[config.mk]
export PLATFORM = sky130hd
export DESIGN_NAME = butterfly2_ifft_flat
export DESIGN_NICKNAME = d
export VERILOG_FILES = /design/src/rtl/fft_pkg.sv /design/src/rtl/butterfly2_ifft_if.sv /design/src/rtl/butterfly2_ifft_core.sv /design/src/rtl/butterfly2_ifft.sv /design/src/flat_wrapper.sv
export SDC_FILE = /design/constraint.sdc
export NUM_CORES = 1
export LEC_CHECK = 0
export CAP_MARGIN = 0
export CORE_ASPECT_RATIO = 0.7
export CORE_MARGIN = 2
export CORE_UTILIZATION = 29
export CTS_CLUSTER_DIAMETER = 200
export CTS_CLUSTER_SIZE = 30
export DETAILED_ROUTE_END_ITERATION = 10
export GPL_ROUTABILITY_DRIVEN = 0
export PLACE_DENSITY = 0.51
export REMOVE_ABC_BUFFERS = 1
export SYNTH_ARGS = -nofsm -noshare
export SYNTH_HDL_FRONTEND = slang
export SYNTH_HIERARCHICAL = 1
export SYNTH_SLANG_ARGS = --single-unit
[constraint.sdc]
create_clock -name clk -period 3 [get_ports clk]
set_input_delay 0.9 -clock clk [delete_from_list [all_inputs] [get_ports clk]]
set_output_delay 0.9 -clock clk [all_outputs]
set_load 0.01 [all_outputs]
[src/rtl/fft_pkg.sv]
// rtl/fft_pkg.sv - shared width default and FSM state encoding for the 2-point IFFT butterfly
package fft_pkg;

  localparam int W_DEF = 16;

  typedef enum logic [1:0] {
    S_IN0  = 2'd0,
    S_IN1  = 2'd1,
    S_OUT0 = 2'd2,
    S_OUT1 = 2'd3
  } state_t;

endpackage

[src/rtl/butterfly2_ifft_if.sv]
// rtl/butterfly2_ifft_if.sv - sample stream interface of the 2-point IFFT butterfly
// Signals: in_valid/in_ready/in_re/in_im (frequency-domain input),
//          out_valid/out_ready/out_re/out_im/out_idx (time-domain output), busy.
// Modports: master = sample source/sink side, slave = butterfly side.
interface butterfly2_ifft_if
  import fft_pkg::*;
#(
  parameter int W = W_DEF
);

  logic                in_valid;
  logic                in_ready;
  logic signed [W-1:0] in_re;
  logic signed [W-1:0] in_im;
  logic                out_valid;
  logic                out_ready;
  logic signed [W-1:0] out_re;
  logic signed [W-1:0] out_im;
  logic                out_idx;
  logic                busy;

  modport master (
    output in_valid, in_re, in_im, out_ready,
    input  in_ready, out_valid, out_re, out_im, out_idx, busy
  );

  modport slave (
    input  in_valid, in_re, in_im, out_ready,
    output in_ready, out_valid, out_re, out_im, out_idx, busy
  );

endinterface

[src/rtl/butterfly2_ifft_core.sv]
// rtl/butterfly2_ifft_core.sv - one component of the butterfly: (a +/- b) / 2, saturated
// Ports: a, b (W-bit signed operands), y (W-bit signed result).
// Parameter SUB selects difference (1) or sum (0).
// Macro BUTTERFLY2_IFFT_ROUND_EN adds round-half-up before the halving shift.
module butterfly2_ifft_core
  import fft_pkg::*;
#(
  parameter int W   = W_DEF,
  parameter bit SUB = 1'b0
) (
  input  logic signed [W-1:0] a,
  input  logic signed [W-1:0] b,
  output logic signed [W-1:0] y
);

  localparam logic signed [W+1:0] SAT_MAX = {3'b000, {(W-1){1'b1}}};
  localparam logic signed [W+1:0] SAT_MIN = {3'b111, {(W-1){1'b0}}};

  logic signed [W+1:0] a_ext;
  logic signed [W+1:0] b_ext;
  logic signed [W+1:0] acc;
  logic signed [W+1:0] shifted;

  assign a_ext = {{2{a[W-1]}}, a};
  assign b_ext = {{2{b[W-1]}}, b};

  always_comb begin
    acc     = SUB ? (a_ext - b_ext) : (a_ext + b_ext);
`ifdef BUTTERFLY2_IFFT_ROUND_EN
    acc     = acc + {{(W+1){1'b0}}, 1'b1};
`endif
    // Arithmetic shift floors toward minus infinity.
    shifted = acc >>> 1;
    y       = shifted[W-1:0];
    // Only reachable with rounding (e.g. max - min + 1), kept in both builds.
    if (shifted > SAT_MAX) begin
      y = SAT_MAX[W-1:0];
    end else if (shifted < SAT_MIN) begin
      y = SAT_MIN[W-1:0];
    end
  end

endmodule

[src/rtl/butterfly2_ifft.sv]
// rtl/butterfly2_ifft.sv - streaming 2-point inverse butterfly, x0=(X0+X1)/2, x1=(X0-X1)/2
// Ports: clk, rst (sync active-high), bus (butterfly2_ifft_if.slave).
// Optional macro: BUTTERFLY2_IFFT_ROUND_EN (round half up before halving).
module butterfly2_ifft
  import fft_pkg::*;
#(
  parameter int W = W_DEF
) (
  input  logic                   clk,
  input  logic                   rst,
  butterfly2_ifft_if.slave       bus
);

  state_t state;
  state_t state_nxt;

  logic in_rdy;
  logic out_vld;
  logic in_fire;

  logic signed [W-1:0] x0_re_q;
  logic signed [W-1:0] x0_im_q;
  logic signed [W-1:0] y0_re_q;
  logic signed [W-1:0] y0_im_q;
  logic signed [W-1:0] y1_re_q;
  logic signed [W-1:0] y1_im_q;

  logic signed [W-1:0] y0_re_d;
  logic signed [W-1:0] y0_im_d;
  logic signed [W-1:0] y1_re_d;
  logic signed [W-1:0] y1_im_d;

  always_comb begin
    in_rdy    = 1'b0;
    out_vld   = 1'b0;
    state_nxt = state;
    case (state)
      S_IN0: begin
        in_rdy = 1'b1;
        if (bus.in_valid) state_nxt = S_IN1;
      end
      S_IN1: begin
        in_rdy = 1'b1;
        if (bus.in_valid) state_nxt = S_OUT0;
      end
      S_OUT0: begin
        out_vld = 1'b1;
        if (bus.out_ready) state_nxt = S_OUT1;
      end
      S_OUT1: begin
        out_vld = 1'b1;
        if (bus.out_ready) state_nxt = S_IN0;
      end
      default: state_nxt = S_IN0;
    endcase
  end

  assign in_fire = in_rdy & bus.in_valid;

  // X1 is never stored: results are computed from the held X0 and live X1.
  butterfly2_ifft_core #(.W(W), .SUB(1'b0)) u_sum_re (.a(x0_re_q), .b(bus.in_re), .y(y0_re_d));
  butterfly2_ifft_core #(.W(W), .SUB(1'b0)) u_sum_im (.a(x0_im_q), .b(bus.in_im), .y(y0_im_d));
  butterfly2_ifft_core #(.W(W), .SUB(1'b1)) u_dif_re (.a(x0_re_q), .b(bus.in_re), .y(y1_re_d));
  butterfly2_ifft_core #(.W(W), .SUB(1'b1)) u_dif_im (.a(x0_im_q), .b(bus.in_im), .y(y1_im_d));

  always_ff @(posedge clk) begin
    if (rst) begin
      state   <= S_IN0;
      x0_re_q <= '0;
      x0_im_q <= '0;
      y0_re_q <= '0;
      y0_im_q <= '0;
      y1_re_q <= '0;
      y1_im_q <= '0;
    end else begin
      state <= state_nxt;
      if (in_fire && state == S_IN0) begin
        x0_re_q <= bus.in_re;
        x0_im_q <= bus.in_im;
      end
      if (in_fire && state == S_IN1) begin
        y0_re_q <= y0_re_d;
        y0_im_q <= y0_im_d;
        y1_re_q <= y1_re_d;
        y1_im_q <= y1_im_d;
      end
    end
  end

  // Outputs come straight from registers and state, so they hold under backpressure.
  assign bus.in_ready  = in_rdy;
  assign bus.out_valid = out_vld;
  assign bus.busy      = (state != S_IN0);
  assign bus.out_idx   = (state == S_OUT1);
  assign bus.out_re    = (state == S_OUT1) ? y1_re_q : y0_re_q;
  assign bus.out_im    = (state == S_OUT1) ? y1_im_q : y0_im_q;

endmodule

[src/flat_wrapper.sv]
// flat-port wrapper written by rule: the top's interface ports become plain ports
module butterfly2_ifft_flat import fft_pkg::*;
#(
  parameter int W = W_DEF
)
  (clk, rst, bus_in_valid, bus_in_re, bus_in_im, bus_out_ready, bus_in_ready, bus_out_valid, bus_out_re, bus_out_im, bus_out_idx, bus_busy);
  butterfly2_ifft_if #(.W(W)) bus_i ();
  input  logic clk;
  input  logic rst;
  input wire logic [$bits(bus_i.in_valid)-1:0] bus_in_valid;
  input wire logic [$bits(bus_i.in_re)-1:0] bus_in_re;
  input wire logic [$bits(bus_i.in_im)-1:0] bus_in_im;
  input wire logic [$bits(bus_i.out_ready)-1:0] bus_out_ready;
  output wire logic [$bits(bus_i.in_ready)-1:0] bus_in_ready;
  output wire logic [$bits(bus_i.out_valid)-1:0] bus_out_valid;
  output wire logic [$bits(bus_i.out_re)-1:0] bus_out_re;
  output wire logic [$bits(bus_i.out_im)-1:0] bus_out_im;
  output wire logic [$bits(bus_i.out_idx)-1:0] bus_out_idx;
  output wire logic [$bits(bus_i.busy)-1:0] bus_busy;
  assign bus_i.in_valid = bus_in_valid;
  assign bus_i.in_re = bus_in_re;
  assign bus_i.in_im = bus_in_im;
  assign bus_i.out_ready = bus_out_ready;
  assign bus_in_ready = bus_i.in_ready;
  assign bus_out_valid = bus_i.out_valid;
  assign bus_out_re = bus_i.out_re;
  assign bus_out_im = bus_i.out_im;
  assign bus_out_idx = bus_i.out_idx;
  assign bus_busy = bus_i.busy;
  butterfly2_ifft #(.W(W)) u_core (.clk(clk), .rst(rst), .bus(bus_i));
endmodule
# Yosys cells after proc, flatten, opt, wreduce, memory -nomap -nowiden
# Index checks and enable logic that the tools add are counted.
[word_totals]
reg_bits = 98
latchBits = 0
mem_bits_rw = 0
rom_bits = 0
in_bits = 36
elab_cells = 51
memories = 0
[classes]
add_sub_neg = 4
mul = 0
div = 0
order_cmp = 8
eq_ne = 7
shifts = 0
n_mux = 17
n_bitwise = 1
n_reduce_logical = 7
[op_table]
columns = ["op", "count"]
rows = [
  ["2-to-1 mux 16 bit", 10],
  ["greater-than comparator 16 bit (second input constant)", 4],
  ["less-than comparator 16 bit (second input constant)", 4],
  ["adder 16 x 16 -> 17 bit", 2],
  ["subtractor 16 x 16 -> 17 bit", 2],
  ["2-to-1 mux 2 bit", 4],
  ["inequality test 2 bit (second input constant)", 4],
  ["case mux 2 bit (4 select lines)", 1],
  ["equality test 2 bit (second input constant)", 2],
  ["AND reduction 4 bit", 1],
  ["OR reduction 2 bit", 2],
  ["equality test 2 x 1 -> 1 bit (second input constant)", 1],
  ["logical AND 1 bit", 2],
  ["logical NOT 2 bit", 1],
  ["2-to-1 mux 1 bit", 2],
  ["nonzero test 2 bit", 1],
  ["bitwise AND 1 bit", 1],
]

# Longest topological paths before layout
[logic_depth]
depth_word = 5
depth_mapped = 11

# By module
# The synthesis kept the hierarchy.
[modules_own_cells]
columns = ["module", "instances", "cells_each", "area_per_inst_um2"]
rows = [
  ["butterfly2_ifft", 1, 475, 4172.8],
  ["butterfly2_ifft_core (u_core.u_sum_im ...)", 2, 104, 790.8],
  ["butterfly2_ifft_core (u_core.u_dif_im)", 1, 128, 905.9],
  ["butterfly2_ifft_core (u_core.u_dif_re)", 1, 123, 838.3],
]

# Worst setup path after synthesis
# No wires, ideal clock.
[synth_timing]
kind = "in2reg"
from = "in bus_in_im[0]"
to = "reg u_core.y1_im_q[13]"
setup_ns = 0.072
t_arrival_ns = 2.536
required_time_ns = 2.928
setup_slack_ns = 0.392
cell_stages = 10
cell_sequence = "nor2b_2 > fa_1 > and2b_1 > nor3_2 > o21bai_2 > a21oi_1 > o31ai_1 > xor2_1 > nand2_1 > a21oi_1"
[synth_between]
elab_chain_cells = 4
elab_cells_between_ends = 5
[synth_rtl]
columns = ["element", "line", "source"]
rows = [
  ["start, declared", "flat_wrapper.sv:12", "input wire logic [$bits(bus_i.in_im)-1:0] bus_in_im;"],
  ["subtractor 16 x 16 -> 17 bit *", "--", ""],
  ["less-than comparator 16 bit", "butterfly2_ifft_core.sv:38", "end else if (shifted < SAT_MIN) begin"],
  ["2-to-1 mux 16 bit", "butterfly2_ifft_core.sv:38", ""],
  ["2-to-1 mux 16 bit *", "butterfly2_ifft_core.sv:36", "if (shifted > SAT_MAX) begin"],
  ["net u_core.y1_im_d[13]", "butterfly2_ifft.sv:31", "logic signed [W-1:0] y1_im_d;"],
  ["end signal, assigned", "butterfly2_ifft.sv:85", "y1_im_q <= y1_im_d;"],
  ["end, declared", "butterfly2_ifft.sv:26", "logic signed [W-1:0] y1_im_q;"],
]
# The timed path passes the listed nets; every way through them passes the cells marked *.
# A chain may end at the register's enable or synchronous reset.

# Worst setup path in the final report
[layout_timing]
from = "reg u_core.state[0]"
to = "out bus_out_im[4]"
[layout_between]
elab_chain_cells = 2
[layout_rtl]
columns = ["element", "line", "source"]
rows = [
  ["start, declared", "butterfly2_ifft.sv:14", "state_t state;"],
  ["start signal, assigned", "butterfly2_ifft.sv:76", "state <= state_nxt;"],
  ["equality test 2 bit", "butterfly2_ifft.sv:96", "assign bus.out_im = (state == S_OUT1) ? y1_im_q : y0_im_q;"],
  ["2-to-1 mux 16 bit", "butterfly2_ifft.sv:96", ""],
  ["end, declared", "flat_wrapper.sv:17", "output wire logic [$bits(bus_i.out_im)-1:0] bus_out_im;"],
]
# No other way between the ends.

==> key figures <==
STA
  – # setup viols final: 0
  – Fin. max-slew vios: 0
  – Max transition margin: between 60% and 70%
  – Hold Violations, Final: 0
  – Worst Tran Pin Value: just over 0.5 ns
  – Max frequency: approximately 340 MHz
  – Final period utilization: 97.7%
  – Setup total negative slack: 0 ns
  – Worst Skew: between 0.01 and 0.015 ns
  – Crit path time final: 2.93 ns
  – Hold_ws: roughly 0.46 ns

Clocking
  – Post-CTS Hold Fix Bufs: 0
  – Worst skew pair latency: between 0.3 and 0.4 ns
  – Root Driver: clkbuf_16
  – Worst-path clk slew: about 0.06 ns
  – H-tree depth: 3
  – Sink Count: 98
  – CTS tree: done
  – CTS buffer count: 9
  – Clock Tree Buf Depth: 2

Floorplan
  – Row count: 49
  – Die area: 0.0272 mm2
  – Area of the core: 0.0256 mm2
  – Io pins: 72
  – DIE HEIGHT: 139 um
  – Starting density of the core: approximately 30%
  – Chip width: approximately 200 um

Setup path
  – Worst EP required: between 2 and 2.5 ns
  – Worst reg-to-reg setup slack: ~0.71 ns
  – Crit Path Category: reg2out
  – Critical Path End Type: output port
  – Critical Path AT: around 2.0 ns
  – CP Launch Type: flop
  – CP max FO: 11

GRT
  – Total GRT Usage: 16.2%
  – First-pass GRT wire length: around 35000 um
  – GRT Residual Overflow: 0
  – Largest net degree at the start of global routing: 45
  – Vias in the first global route: 6507
  – Initial antenna violation count: 0

Routing
  – Max layer used: met4
  – Vias per cell: 4.74
  – Wire length on met1: 12700 um
  – Met3 routed WL: around 1100 um
  – Met2 routed WL: a little under 8000 um
  – First drt pass iteration count: 5
  – Initial drt markers: 395
  – Antenna-violating nets left: 0
  – DRT Wirelength: between 20000 and 25000 um
  – Vias post-DR: 6862
  – Per-cell routed wire length: around 15 um
  – Drt drc: 0

Synthesis
  – Synth top area share: approximately a quarter
  – Yosys warning count: 6
  – Seq/Total Area, Yosys: around a quarter
  – Netlist cell types: 67
  – Top cell type by total area after synthesis: dfxtp_1
  – Most frequent cell after synthesis: nand2_1
  – Area of the mapped netlist: roughly 0.0075 mm2
  – Synth area leaders: dfxtp_1, nand2_1, ha_1
  – EDFF count, synth: 0
  – #FFs+latches synth: 98
  – Synth Instances: 934
  – Share of flip-flops with an asynchronous set or reset: 0%
  – Synth Flop Type: dfxtp_1
  – Mean Syn Cell Area: about 8 um2
  – Most frequent cells after synthesis: nand2_1, dfxtp_1, a21oi_1

Layout
  – Multi-input gate area: about 0.0050 mm2
  – Fin cells: roughly 1400
  – Fill cells: between 2000 and 3000
  – Share of layout cells above drive strength 1: between 20% and 30%
  – Synthesis-to-finish area growth: 30.4%
  – # nets final: ~1200
  – Layout Utilization: 38.2%
  – Register area: around 0.002 mm2
  – Diode count: 0

Place
  – Post-DP HPWL: about 17000 um
  – PortBufs: 71
  – Cell Count Post-Placement: around 1400

Power
  – Reg power frac: approximately 27%
  – Sw Share: between 30% and 40%
  – Comb power frac: a little over half
  – Peak VDD IR: approximately 0.30 mV
  – Clock share of power: between 10% and 20%
  – Internal power: between 3 and 4 mW
  – Pwr dens: between 600 and 700 mW/mm2
  – Total power: between 6 and 7 mW
  – Psw: ~2.5 mW
  – LEAKAGE: about 4.3 nW

Min path
  – Hold crit path type: reg2reg

Outcome
  – Status: complete, no violations

Run
  – Maxcap violations: 0
-- power by group through the flow --
stage	clock network [mW]	logic, mW	registers [mW]
2_1_floorplan	0	1.97	1.68
3_3_place_gp	0	3.29	1.73
3_5_place_dp	0	3.31	1.73
4_1_cts	1.30	3.35	1.71
5_1_grt	1.35	3.72	1.74
6_report	1.26	3.37	1.71
-- layout by cell type, fill, tap and decap left out, types with 4 or more instances in the layout --
master | synthesis | final
o21ai_0 | 12 | 11
clkdlybuf4s50_1 | 0 | 58
o21a_1 | 10 | 10
xnor2_1 | 27 | 27
nand3_1 | 17 | 17
nand2b_1 | 8 | 8
nor3_1 | 5 | 5
nor2_1 | 38 | 38
o21ai_1 | 13 | 14
buf_4 | 2 | 142
a21o_1 | 18 | 18
dlymetal6s2s_1 | 0 | 9
dfxtp_1 | 98 | 96
nand4_1 | 12 | 12
clkbuf_16 | 0 | 9
mux2_2 | 32 | 32
fa_1 | 4 | 4
xor2_1 | 23 | 23
buf_12 | 4 | 4
o211ai_1 | 4 | 4
ha_1 | 64 | 63
o21bai_1 | 4 | 4
inv_1 | 58 | 58
a21oi_1 | 76 | 73
a21oi_2 | 55 | 58
nand2_1 | 214 | 214
a31oi_1 | 14 | 14
nand2_2 | 14 | 14
-- metal layers --
metal	vias to the layer above	track usage, %
li1	3540	-
met1	3158	26.4
met2	151	21.1
met3	13	3.43
met4	0	2.75
met5	-	0
-- cell families after synthesis --
group                    count (synthesis)  synth area share (%)
adder cells (fa/ha/maj)                 68                  11.7
AO/OA/AOI/OAI                          247                  24.2
buffers and inverters                  109                  8.11
XOR/XNOR                                50                  5.84
flip-flops                              98                  26.2
AND/OR/NAND/NOR                        327                  18.8
multiplexers                            35                  5.21
-- sequential cells by signal (all words and copies together) (netlist names) --
name	flops
u_core/y0_re_q	16
u_core/y1_im_q	16
u_core/x0_re_q	16
u_core/x0_im_q	16
u_core/state	2
u_core/y1_re_q	16
u_core/y0_im_q	16
-- metrics by stage --
step                      cell area (um2)  setup slack, ns
final                                9780           0.0675
after global routing                 9780         -0.00218
after CTS                            9710           0.0263
after detailed placement             9350           -0.328
after global placement               9350           -0.389
after floorplan                      7110            0.373
-- path summary, 6_finish.rpt --
| path | cells past startpoint | from | end |
|---|---|---|---|
| hold reg to reg | 2 | u_core/y1_re_q[15]$_SDFFE_PP0P_ | u_core/y1_re_q[15]$_SDFFE_PP0P_ |
| setup / recovery | 4 | u_core/state[0]$_SDFFE_PP0P_ | bus_out_im[4] |
| setup reg to reg | 10 | u_core/x0_re_q[1]$_SDFFE_PP0P_ | u_core/y0_re_q[15]$_SDFFE_PP0P_ |
| hold / removal | 2 | u_core/y1_re_q[15]$_SDFFE_PP0P_ | u_core/y1_re_q[15]$_SDFFE_PP0P_ |
-- repair_timing --
| action | 4_1_cts | 5_1_grt |
|---|---|---|
| pin swaps | 1 | 4 |
| setup endpoints to repair | 25 | 20 |
| resized for setup | 8 | 20 |
| buffers inserted | 1 | 0 |
| gates cloned | 1 | 0 |
-- worst max-delay path, stage by stage (launching register included) --
cell and delay (ns):
dfxtp_2 0.38, ha_4 0.25, buf_12 0.17, mux2_2 0.37, clkdlybuf4s50_1 0.49
-- final cells by class --
class                           instances  area share [%]
Tap cell                              331            4.24
Inverter                               58            2.23
Multi-Input combinational cell        727            50.9
Timing Repair Buffer                  217            19.4
Sequential cell                        98            20.1
Clock inverter                          3           0.474
Clock buffer                           13            2.66
Power figures use the tool's default switching activity.
